<file path="src/rtl/cd_pkg.sv">
// Shared types and constants for the BCD MM:SS countdown timer.
// Optional build macro: BCD_CD_AUTORELOAD_EN (see bcd_mmss_countdown.sv).
package cd_pkg;

  typedef enum logic [1:0] {
    ST_IDLE  = 2'd0,
    ST_RUN   = 2'd1,
    ST_PAUSE = 2'd2,
    ST_DONE  = 2'd3
  } state_t;

  typedef logic [3:0] bcd_digit_t;

  localparam bcd_digit_t SEC_ONES_MAX = 4'd9;
  localparam bcd_digit_t SEC_TENS_MAX = 4'd5;
  localparam bcd_digit_t MIN_ONES_MAX = 4'd9;

  // Clamp a loaded digit to its legal maximum.
  function automatic bcd_digit_t clamp_digit(input bcd_digit_t d, input bcd_digit_t max_val);
    return (d > max_val) ? max_val : d;
  endfunction

  // Wrap value of digit position idx (0 = seconds ones ... 3 = minutes tens).
  function automatic int digit_max(input int idx, input int min_tens_max);
    case (idx)
      0:       return int'(SEC_ONES_MAX);
      1:       return int'(SEC_TENS_MAX);
      2:       return int'(MIN_ONES_MAX);
      default: return min_tens_max;
    endcase
  endfunction

endpackage

</file>
<file path="src/rtl/bcd_digit_dec.sv">
// Single BCD digit down-counter: wraps 0 -> MAX with a borrow, sync load wins.
module bcd_digit_dec
  import cd_pkg::*;
#(
  parameter int MAX = 9
) (
  input  logic       clk,
  input  logic       reset,
  input  logic       load_i,
  input  logic [3:0] load_val_i,
  input  logic       en_i,
  output logic [3:0] q_o,
  output logic       borrow_o
);

  bcd_digit_t digit_q;
  bcd_digit_t digit_d;

  // Next digit value: load, decrement with wrap, or hold.
  always_comb begin
    digit_d = digit_q;
    if (load_i) begin
      digit_d = load_val_i;
    end else if (en_i) begin
      digit_d = (digit_q == 4'd0) ? 4'(MAX) : (digit_q - 4'd1);
    end
  end

  // Digit register with asynchronous active-low reset.
  always_ff @(posedge clk or negedge reset) begin
    if (!reset) begin
      digit_q <= 4'd0;
    end else begin
      digit_q <= digit_d;
    end
  end

  assign q_o      = digit_q;
  assign borrow_o = en_i & (digit_q == 4'd0);

endmodule

</file>
<file path="src/rtl/bcd_mmss_countdown.sv">
// BCD MM:SS countdown timer with load/clear/start/pause control.
// Build macro BCD_CD_AUTORELOAD_EN: on reaching 00:00 reload the preset and
// keep running instead of stopping in the terminal DONE state.
module bcd_mmss_countdown
  import cd_pkg::*;
#(
  parameter int MIN_TENS_MAX = 9
) (
  input  logic        clk,
  input  logic        reset,
  input  logic [15:0] data,
  input  logic        load,
  input  logic        clear,
  input  logic        start,
  input  logic        pause,
  input  logic        tick,
  output logic [15:0] qout,
  output logic        bout,
  output logic        running,
  output logic        done,
  output logic        expired
);

  state_t      state_q, state_d;
  logic [15:0] preset_q;
  logic        done_q, done_d;
  logic [15:0] data_san;
  logic        dig_load;
  logic [15:0] dig_load_val;
  logic        step_en;
  logic [4:0]  borrow;
  logic        final_step;

  assign data_san = {clamp_digit(data[15:12], 4'(MIN_TENS_MAX)),
                     clamp_digit(data[11:8],  MIN_ONES_MAX),
                     clamp_digit(data[7:4],   SEC_TENS_MAX),
                     clamp_digit(data[3:0],   SEC_ONES_MAX)};

  // The last tick counts 00:01 -> 00:00 by a load rather than a decrement.
  assign final_step = (qout == 16'h0001);

  // Command decode and FSM next state; load > clear > pause > start > tick.
  always_comb begin
    state_d      = state_q;
    dig_load     = 1'b0;
    dig_load_val = qout;
    step_en      = 1'b0;
    done_d       = 1'b0;
    if (load) begin
      dig_load     = 1'b1;
      dig_load_val = data_san;
      state_d      = ST_IDLE;
    end else if (clear) begin
      dig_load     = 1'b1;
      dig_load_val = preset_q;
      state_d      = ST_IDLE;
    end else begin
      case (state_q)
        ST_IDLE: begin
`ifdef BCD_CD_AUTORELOAD_EN
          if (!pause && start && (qout != 16'h0000) && (preset_q != 16'h0000)) begin
`else
          if (!pause && start && (qout != 16'h0000)) begin
`endif
            state_d = ST_RUN;
          end
        end
        ST_RUN: begin
          if (pause) begin
            state_d = ST_PAUSE;
          end else if (tick) begin
            if (final_step) begin
              dig_load = 1'b1;
              done_d   = 1'b1;
`ifdef BCD_CD_AUTORELOAD_EN
              dig_load_val = preset_q;
              state_d      = ST_RUN;
`else
              dig_load_val = 16'h0000;
              state_d      = ST_DONE;
`endif
            end else begin
              step_en = 1'b1;
            end
          end
        end
        ST_PAUSE: begin
          if (!pause && start) begin
            state_d = ST_RUN;
          end
        end
        default: begin
          state_d = state_q;
        end
      endcase
    end
  end

  // State, preset and done-pulse registers.
  always_ff @(posedge clk or negedge reset) begin
    if (!reset) begin
      state_q  <= ST_IDLE;
      preset_q <= 16'h0000;
      done_q   <= 1'b0;
    end else begin
      state_q <= state_d;
      done_q  <= done_d;
      if (load) begin
        preset_q <= data_san;
      end
    end
  end

  assign borrow[0] = step_en;

  // Four chained digits; each borrow enables the next more-significant digit.
  generate
    for (genvar gi = 0; gi < 4; gi++) begin : g_digit
      bcd_digit_dec #(
        .MAX(digit_max(gi, MIN_TENS_MAX))
      ) u_digit (
        .clk       (clk),
        .reset     (reset),
        .load_i    (dig_load),
        .load_val_i(dig_load_val[gi*4 +: 4]),
        .en_i      (borrow[gi]),
        .q_o       (qout[gi*4 +: 4]),
        .borrow_o  (borrow[gi+1])
      );
    end
  endgenerate

  assign running = (state_q == ST_RUN);
  assign expired = (state_q == ST_DONE);
  assign done    = done_q;
  assign bout    = running & tick & (qout[7:0] == 8'h00) & (borrow[4] | 1'b1);

endmodule

</file>
<file path="config.mk">
export PLATFORM = sky130hd
export DESIGN_NAME = bcd_mmss_countdown
export DESIGN_NICKNAME = d
export VERILOG_FILES = /design/src/rtl/cd_pkg.sv /design/src/rtl/bcd_digit_dec.sv /design/src/rtl/bcd_mmss_countdown.sv
export SDC_FILE = /design/constraint.sdc
export NUM_CORES = 1
export LEC_CHECK = 0
export ABC_AREA = 1
export CAP_MARGIN = 30
export CORE_MARGIN = 3
export CORE_UTILIZATION = 56
export CTS_CLUSTER_SIZE = 30
export DETAILED_ROUTE_END_ITERATION = 10
export PLACE_DENSITY = 0.86
export SETUP_SLACK_MARGIN = 0.02
export SKIP_CTS_REPAIR_TIMING = 1
export SLEW_MARGIN = 20
export SYNTH_ARGS = -nofsm -noshare
export SYNTH_HDL_FRONTEND = slang
export SYNTH_SLANG_ARGS = --single-unit
</file>
<file path="constraint.sdc">
create_clock -name clk -period 3.84 [get_ports clk]
set_input_delay 0.576 -clock clk [delete_from_list [all_inputs] [get_ports clk]]
set_output_delay 0.576 -clock clk [all_outputs]
set_load 0.01 [all_outputs]
</file>
==> metrics.yaml <==
outcome: "finished clean"
seq_area_frac_synth_pct: 40.42
cp-end-kind: "primary output"
clk_path_buf_depth: 2
io_pins: 43
p_sw_mw: 0.3505
max-vdd-ir-drop_mv: 0.3046
p_int_mw: 0.6814
min_to: "preset_q[11]"
rsz0062_at_grt: "false"
finalPower_mw: 1.032
synth_edf_count: 0
synthFlopType: "dfrtp_1"
syn2layout_area_growth_pct: 24.83
maxCapViolations: 0
ant_nets: 0
critical_path_class: "in2out"
slew_viol_final: 0
die_w_um: 68.21
r2r_start: "state_q[1]"
cts_tree: "built"
numPortBuffers: 42
r2r_cells: 9
gp_congestion: 0.8120
hold-path-cell-count: 2
fillerInstances: 288
drt_iter0_drc: 90
synthTopCellsByCount: "nand2_1, dfrtp_1, inv_1"
root_buffer: "clkbuf_8"
yosys.area.top_type: "dfrtp_1"
final_area_um2: 2705
place_ws_ns: 1.138
power_density_nw_per_um2: 381.5
start_util_pct: 61.55
antenna_found_initial: 0
overflow: 0
diodes: 0
async_reset_ff_share_pct: 100.0
grt_util_all_layers_pct: 22.83
leakage_nw: 1.373
r2r-end: "g_digit[0].u_digit.q_o[1]"
synth_area_per_cell_um2: 7.248
dp_hpwl_um: 3682
grt_pass1_wl_um: 7852
power.share.switching_pct: 33.96
reg2reg_slack_ns: 2.04
finalCritPeriodShare_pct: 65.95
die_h_um: 68.21
setup.worst_path.start_class: "primary input"
yosysMostFrequentCell: "nand2_1"
fp.coreArea_um2: 3521
min_period_ns: 2.533
clkPwrFrac_pct: 24.7
synth_cells: 299
via_count: 2023
holdCritPathClass: "reg2reg"
nets: 371
layout-drive-gt1-share_pct: 12.17
arrival_ns: 1.96
wl_per_cell_um: 12.33
crit_required_ns: 3.26
fmax_ghz: 0.3949
syn_nets: 326
htree_levels: 2
min_from: "preset_q[11]"
tightest_slew_ns: 0.5572
cts_buffers: 5
drc_errors: 0
pwr-share-seq_pct: 44.2
p_comb_share_pct: 31.1
finalSetupViolations: 0
syn_area_um2: 2167
setup_ws_ns: 1.307
routed_wl_um: 4822
ys_top_cells_by_area: "dfrtp_1, nand2_1, nand3_1, inv_1, nand3_2"
place_area_um2: 2624
grt_max_degree: 36
tns_ns: 0
netlist.area_leader.share_pct: 40.42
insertion_delay_ns: 0.29
yosys_warnings: 0
ys_seq_elements: 35
fin_worst_skew_ns: 0.003950
cp_max_fo: 4
via_per_inst: 5.174
numClockSinks: 35
slew_headroom_pct: 62.74
hold_viol: 0
rows: 21
synth.distinct_cells: 29
drtPass1Iterations: 4
dieArea_um2: 4652
clk_pin_slew_ns: 0.06
grt_pass1_vias: 1871
[worst max-delay path: stages]
cell and delay (ns):
clkdlybuf4s50_1 0.45, inv_1 0.08, nor4_1 0.26, clkdlybuf4s50_1 0.59
[per-layer routing]
layer  vias up  wire [um]  track usage, %
met5         -          0               0
met3         9        246           4.433
met2        51       2415           39.47
met4         0         82           9.677
met1       924       2078           27.53
li1       1039          -               -
[flip-flops by register name, summed over array words and instances, names as in the netlist]
signal and cells:
g_digit.u_digit.q_o 16, preset_q 16, state_q 2, done 1
[placed cells by master (no fill, tap or decap), drive strengths merged, types with 4 or more instances in the layout]
master         instances
clkbuf                 7
dfrtp                 35
clkdlybuf4s50         42
ha                     4
nand3                 35
nor2                  26
inv                   37
a21oi                 10
nand2                118
o21ai                 14
[cells by family after synthesis]
group           count (synthesis)  synth area share, %
flops                          35                40.42
buf+inv                        43                8.083
compound gates                 29                7.564
simple gates                  187                41.22
fa+ha+maj                       4                2.310
xor+xnor                        1               0.4042
[area by class of cell]
cell class | instances | area, um^2 | area share, %
tap | 46 | 57.56 | 2.128
multi-input combinational | 221 | 1116 | 41.26
sequential | 35 | 875.8 | 32.38
inverter | 37 | 138.9 | 5.134
timing repair buffer | 44 | 435.4 | 16.10
clock buffer | 7 | 76.32 | 2.821
clock inverter | 1 | 5.005 | 0.1850
[power by group through the flow]
stage / logic [mW] / registers (mW) / clock network, mW
global route: 0.360 / 0.461 / 0.274
floorplan: 0.180 / 0.466 / 0
finish: 0.321 / 0.456 / 0.255
detailed placement: 0.320 / 0.461 / 0
global placement: 0.314 / 0.459 / 0
CTS: 0.323 / 0.455 / 0.260
[worst max path at each step]
stage                              start                   endpoint  cells after the start
3_3_place_gp                        load  g_digit[1].u_digit.q_o[2]                      9
2_1_floorplan                 state_q[1]                       bout                      4
5_1_grt        g_digit[0].u_digit.q_o[0]                       bout                      4
4_1_cts                             tick                       bout                      4
6_report                            tick                       bout                      4
3_5_place_dp                        load  g_digit[1].u_digit.q_o[1]                      9
[through the flow]
step / utilization, % / std cells / hold slack [ns]
after detailed placement: 74.52 / 383 / 0.4565
after CTS: 76.83 / 391 / 0.4718
final: 76.83 / 391 / 0.4687
after global routing: 76.83 / 391 / 0.5020
after floorplan: - / 299 / 0.2804
after global placement: 74.52 / 383 / 0.4534
No activity file was read; power rests on OpenSTA's default activity.
